==> src/rtl/audio_i2s_tx_pkg.sv <==
// Shared audio definitions: default sample width and I2S frame geometry.
package audio_i2s_tx_pkg;

  localparam int AUDIO_DW_DEF = 16;
  localparam int I2S_SLOTS = 2 * AUDIO_DW_DEF;

  function automatic int i2s_slots(input int dw);
    return 2 * dw;
  endfunction

endpackage

==> src/rtl/audio_clk_div.sv <==
// SCK generator: toggles every CLK_DIV clk, strobes the 1->0 cycle.
module audio_clk_div #(
  parameter int CLK_DIV = 4
) (
  input  logic clk,
  input  logic rst_n,
  output logic sck,
  output logic fall
);

  localparam int CW = (CLK_DIV > 1) ? $clog2(CLK_DIV) : 1;

  logic [CW-1:0] cnt;
  logic          wrap;

  assign wrap = (cnt == CW'(CLK_DIV - 1));
  assign fall = wrap & sck;

  always_ff @(posedge clk or negedge rst_n) begin
    if (!rst_n) begin
      cnt <= '0;
      sck <= 1'b0;
    end else if (wrap) begin
      cnt <= '0;
      sck <= ~sck;
    end else begin
      cnt <= cnt + 1'b1;
    end
  end

endmodule

==> src/rtl/audio_i2s_tx.sv <==
// Philips I2S stereo transmitter with a one-deep sample holding register.
module audio_i2s_tx
  import audio_i2s_tx_pkg::*;
#(
  parameter int AUDIO_DW = AUDIO_DW_DEF,
  parameter int CLK_DIV  = 4
) (
  input  logic                clk,
  input  logic                rst_n,
  input  logic [AUDIO_DW-1:0] left_in,
  input  logic [AUDIO_DW-1:0] right_in,
  input  logic                sample_valid,
  output logic                sample_ready,
  output logic                i2s_sck,
  output logic                i2s_ws,
  output logic                i2s_sd,
  output logic                underrun
);

  localparam int SLOTS = i2s_slots(AUDIO_DW);
  localparam int SW    = $clog2(SLOTS);
  localparam int BW    = (AUDIO_DW > 1) ? $clog2(AUDIO_DW) : 1;

  logic [SW-1:0]       slot;
  logic [SW-1:0]       nslot;
  logic [BW-1:0]       bidx;
  logic                tick;
  logic                load;
  logic                full;
  logic                accept;
  logic                sd_n;
  logic                ws_n;
  logic [AUDIO_DW-1:0] hold_l;
  logic [AUDIO_DW-1:0] hold_r;
  logic [AUDIO_DW-1:0] frame_l;
  logic [AUDIO_DW-1:0] frame_r;
  logic [AUDIO_DW-1:0] nl;
  logic [AUDIO_DW-1:0] nr;

  audio_clk_div #(
    .CLK_DIV(CLK_DIV)
  ) u_div (
    .clk  (clk),
    .rst_n(rst_n),
    .sck  (i2s_sck),
    .fall (tick)
  );

  assign sample_ready = ~full;
  assign accept = sample_valid & ~full;

  assign nslot = (slot == SW'(SLOTS - 1)) ? '0 : slot + 1'b1;
  assign load  = tick & (nslot == '0);

  // An empty holding register at load keeps the old frame (repeat).
  assign nl = (load & full) ? hold_l : frame_l;
  assign nr = (load & full) ? hold_r : frame_r;

  always_comb begin
    bidx = '0;
    sd_n = 1'b0;
    if (nslot < SW'(AUDIO_DW)) begin
      bidx = BW'(SW'(AUDIO_DW - 1) - nslot);
      sd_n = nl[bidx];
    end else begin
      bidx = BW'(SW'(SLOTS - 1) - nslot);
      sd_n = nr[bidx];
    end
  end

  assign ws_n = (nslot >= SW'(AUDIO_DW - 1)) &&
                (nslot <= SW'(SLOTS - 2));

  always_ff @(posedge clk or negedge rst_n) begin
    if (!rst_n) begin
      slot     <= SW'(SLOTS - 1);
      full     <= 1'b0;
      hold_l   <= '0;
      hold_r   <= '0;
      frame_l  <= '0;
      frame_r  <= '0;
      i2s_sd   <= 1'b0;
      i2s_ws   <= 1'b0;
      underrun <= 1'b0;
    end else begin
      underrun <= 1'b0;
      if (tick) begin
        slot   <= nslot;
        i2s_sd <= sd_n;
        i2s_ws <= ws_n;
        if (load) begin
          frame_l <= nl;
          frame_r <= nr;
        end
      end
      if (load && full) begin
        full <= 1'b0;
      end else begin
        if (load)
          underrun <= 1'b1;
        if (accept) begin
          hold_l <= left_in;
          hold_r <= right_in;
          full   <= 1'b1;
        end
      end
    end
  end

endmodule

==> config.mk <==
export PLATFORM = sky130hd
export DESIGN_NAME = audio_i2s_tx
export DESIGN_NICKNAME = d
export VERILOG_FILES = /design/src/rtl/audio_i2s_tx_pkg.sv /design/src/rtl/audio_clk_div.sv /design/src/rtl/audio_i2s_tx.sv
export SDC_FILE = /design/constraint.sdc
export NUM_CORES = 1
export LEC_CHECK = 0
export ABC_AREA = 0
export BUFFER_PORTS_ARGS = -buffer_cell sky130_fd_sc_hd__buf_2
export CAP_MARGIN = 40
export CORE_ASPECT_RATIO = 1.5
export CORE_MARGIN = 2
export CORE_UTILIZATION = 52
export CTS_CLUSTER_DIAMETER = 30
export DETAILED_ROUTE_END_ITERATION = 12
export GPL_ROUTABILITY_DRIVEN = 0
export PLACE_DENSITY = 0.75
export REMOVE_ABC_BUFFERS = 1
export SLEW_MARGIN = 20
export SYNTH_ARGS = -nofsm -noshare
export SYNTH_HDL_FRONTEND = slang
export SYNTH_SLANG_ARGS = --single-unit
==> constraint.sdc <==
create_clock -name clk -period 3.14 [get_ports clk]
set_input_delay 0.314 -clock clk [delete_from_list [all_inputs] [get_ports clk]]
set_output_delay 0.314 -clock clk [all_outputs]
set_load 0.01 [all_outputs]
==> run_results.csv <==
group,metric,value,unit
route,routed_via_density,5.689,
pwr,power,0.002049,W
setup_path,cpPeakStageDelay,0.53,ns
timing,finalHoldViolations,0,
floorplan,ioPinCount,40,
floorplan,start_util,52.91,%
clock_tree,clock-sinks,76,
logic_synthesis,syn-cell-area,0.003601,mm²
timing,worst_pin_slew,0.6818,ns
route,drt_iter0_drc,154,
global_routing,grt_pass1_vias,2453,
setup_path,crit_path_top_delay_cell,"dfstp_2",
setup_path,critical_path_class,"reg2reg",
placement,post-place-ws,-0.02360,ns
outcome,status,"finished, final reports clean",
timing,rsz0062_at_grt,"false",
floorplan,die_h,105.9,µm
global_routing,grt.total_usage,19.92,%
floorplan,die_x,71.95,µm
timing,slew_viol_final,0,
setup_path,worstPathArrival,3.24,ns
logic_synthesis,synthCells,272,
timing,postLayoutSetupSlackWorst,0.1255,ns
clock_tree,cts-htree-levels,3,
logic_synthesis,synth.distinct_cells,41,
route,drtAntennaViolNets,0,
placement,dp_hpwl,4709,µm
setup_path,rr_worst_depth,10,
global_routing,grt_pass1_wl,11540,µm
setup_path,endpoint_kind,"flip-flop",
timing,setup_viol,0,
clock_tree,cts_root_buffer,"clkbuf_8",
clock_tree,clk_path_buf_depth,2,
setup_path,critical_path_required,3.36,ns
logic_synthesis,yosysSeqAreaShare,52.99,%
logic_synthesis,synth_area_leaders,"dfrtp_1 49%, mux2_2 21%, mux2i_1 7.5%, dfstp_2 3.6%, ha_1 1.7%",
placement,portBuffers,39,
pwr,peakVddDrop,0.4029,mV
timing,finalCritPeriodShare,96.00,%
setup_path,r2r-start,"slot[0]",
logic_synthesis,yosys_register_bits,76,
logic_synthesis,synth_top_area_cell,"dfrtp_1",
setup_path,r2r_slack,0.13,ns
clock_tree,clock_latency,0.35,ns
route,drc,0,
setup_path,crit_path_end,"i2s_sd",
clock_tree,clkTransAtPathRegs,0.08,ns
global_routing,grt_max_degree,60,
global_routing,antenna_found_initial,0,
placement,placed_area,0.003935,mm²
clock_tree,cts_tree,"built",
logic_synthesis,ys_warn_count,0,
final_layout,nets,367,
timing,clock_skew,0.005313,ns
floorplan,core_area,0.006805,mm²
final_layout,diodes,0,
floorplan,num_rows,37,
setup_path,worstPathMaxFanout,7,
setup_path,start_kind,"flip-flop",
route,wirelength,6722,µm
timing,fmax,331.7,MHz
floorplan,die-area,0.007620,mm²
global_routing,grt_overflow,0,
setup_path,crit_chain,"ha_1, and3_1, ha_2, nor2b_1, mux2_4, nor2_4, mux2_2, o22ai_1, a211oi_1, or4_1",
logic_synthesis,synth_area_per_cell,13.24,µm²
route,wl_per_cell,16.44,µm
timing,relSlewSlack,54.34,%
logic_synthesis,yosysTopAreaCellShare,49.34,%
route,drt-pass1-iter-count,4,
final_layout,final_area,0.004258,mm²
pwr,p_leak,2.112,nW
pwr,power_density,481.3,mW/mm²
timing,min_period,3.014,ns
run,cap_violations,0,
final_layout,syn2layout_area_growth,18.24,%
setup_path,crit-reg2reg-capture,"i2s_sd",
final_layout,drive_above_1_share,47.13,%
route,via_count,2327,
clock_tree,numCtsBuffers,9,
setup_path,crit_start,"slot[0]",
timing,holdWs,0.1889,ns
min_path,hp-class,"in2reg",
[how the worst min path moves through the flow]
stage | startpoint | to | depth (start not counted)
2_1_floorplan | rst_n | frame_l[0] | 0
3_3_place_gp | u_div.cnt[0] | u_div.cnt[0] | 1
3_5_place_dp | rst_n | hold_l[13] | 1
4_1_cts | right_in[4] | hold_r[4] | 2
5_1_grt | right_in[10] | hold_r[10] | 2
6_report | right_in[4] | hold_r[4] | 2
[cell usage after synthesis (all sizes together)]
cell,instances
buf,12
nand3,4
a211oi,1
o311ai,1
a22oi,3
nor4,2
a32oi,1
nor2,10
or4,1
dfstp,5
nor3,1
o21ai,11
nand2b,1
xnor2,1
o22ai,1
ha,5
mux2i,27
inv,3
a21oi,3
a31oi,1
and3,4
clkbuf,3
a21o,1
o211ai,3
xor2,2
o2111ai,1
mux2,68
nor2b,3
nand2,16
dfrtp,71
and2,2
a2111oi,2
mux4,2
[cells by family after synthesis]
kind of cell	count (synthesis)	share of synthesized area, %
buffers and inverters	18	2.918
DFF	76	52.99
muxes	97	30.12
and+or+nand+nor	44	6.116
xor gates and xnor gates	3	0.7298
AOI/OAI and AO/OA	29	5.386
adders and majority gates	5	1.737
[layout make-up]
class	instances	area, µm²
Clock inverter	5	100.1
Tap cell	78	97.59
Multi-Input combinational cell	178	1603
Fill cell	542	2547
Clock buffer	10	137.6
Timing Repair Buffer	59	400.4
Inverter	3	11.26
Sequential cell	76	1908
[per-stage QoR]
stage / std cells / setup TNS (ns) / utilization (%)
final: 409 / 0 / 62.57
after global routing: 409 / 0 / 62.57
after CTS: 405 / 0 / 61.68
after detailed placement: 387 / -0.02360 / 57.82
after global placement: 386 / 0 / 57.42
after floorplan: 257 / -0.5849 / -
[layout by cell type, fill, tap and decap left out, types with 2 or more instances in the layout]
cell / synthesis / layout
ha_1: 5 / 4
inv_1: 3 / 3
nor4_1: 2 / 2
clkinv_2: 0 / 2
mux2i_1: 27 / 27
o21ai_0: 11 / 11
and2_1: 2 / 2
dfrtp_1: 71 / 71
dfstp_2: 5 / 5
buf_2: 5 / 38
buf_4: 2 / 17
mux2_2: 67 / 67
and3_1: 3 / 3
a21oi_1: 3 / 3
bufinv_16: 0 / 3
mux4_2: 2 / 2
nand3_1: 4 / 4
a22oi_1: 3 / 3
nand2_1: 16 / 16
nor2b_2: 0 / 2
clkbuf_8: 0 / 10
xor2_1: 2 / 2
o211ai_1: 3 / 3
nor2_1: 8 / 8
[timing repair]
| action | 4_1_cts | 5_1_grt |
|---|---|---|
| gates cloned | 0 | 1 |
| endpoints found under the hold margin | 16 | 0 |
| setup endpoints to repair | 1 | 1 |
| pin swaps | 1 | 2 |
| gates resized for setup | 0 | 4 |
| setup buffers | 2 | 3 |
| hold buffers | 1 | 0 |
[registers in the layout (all words and copies together), names as in the netlist]
register,flops
frame_l,16
frame_r,16
hold_l,16
hold_r,16
slot,5
u_div.cnt,2
full,1
i2s_sd,1
i2s_ws,1
u_div.sck,1
underrun,1
[critical path, delay by kind of cell, from the launching register on]
family	cells	cell delay (ns)
AO/OA/AOI/OAI	2	0.27
adder cells (fa/ha/maj)	2	0.38
flip-flops	1	0.53
multiplexers	2	0.69
AND/OR/NAND/NOR	4	1.00
[routing by layer]
metal,vias to the layer above,global-route usage (%),share of wire (%)
met1,1164,25.11,43
met4,0,10.51,3.0
li1,1096,-,-
met2,51,31.42,51
met5,-,0,0
met3,16,4.929,3.0
[power breakdown]
| part | internal [W] | switching (W) | total [W] | leakage, nW |
|---|---|---|---|---|
| logic | 0.0000607 | 0.0000388 | 0.0000995 | 1.01 |
| registers | 0.00103 | 0.0000354 | 0.00106 | 0.984 |
| clock network | 0.000542 | 0.000345 | 0.000887 | 0.122 |
(Power assumes the default switching activity.)
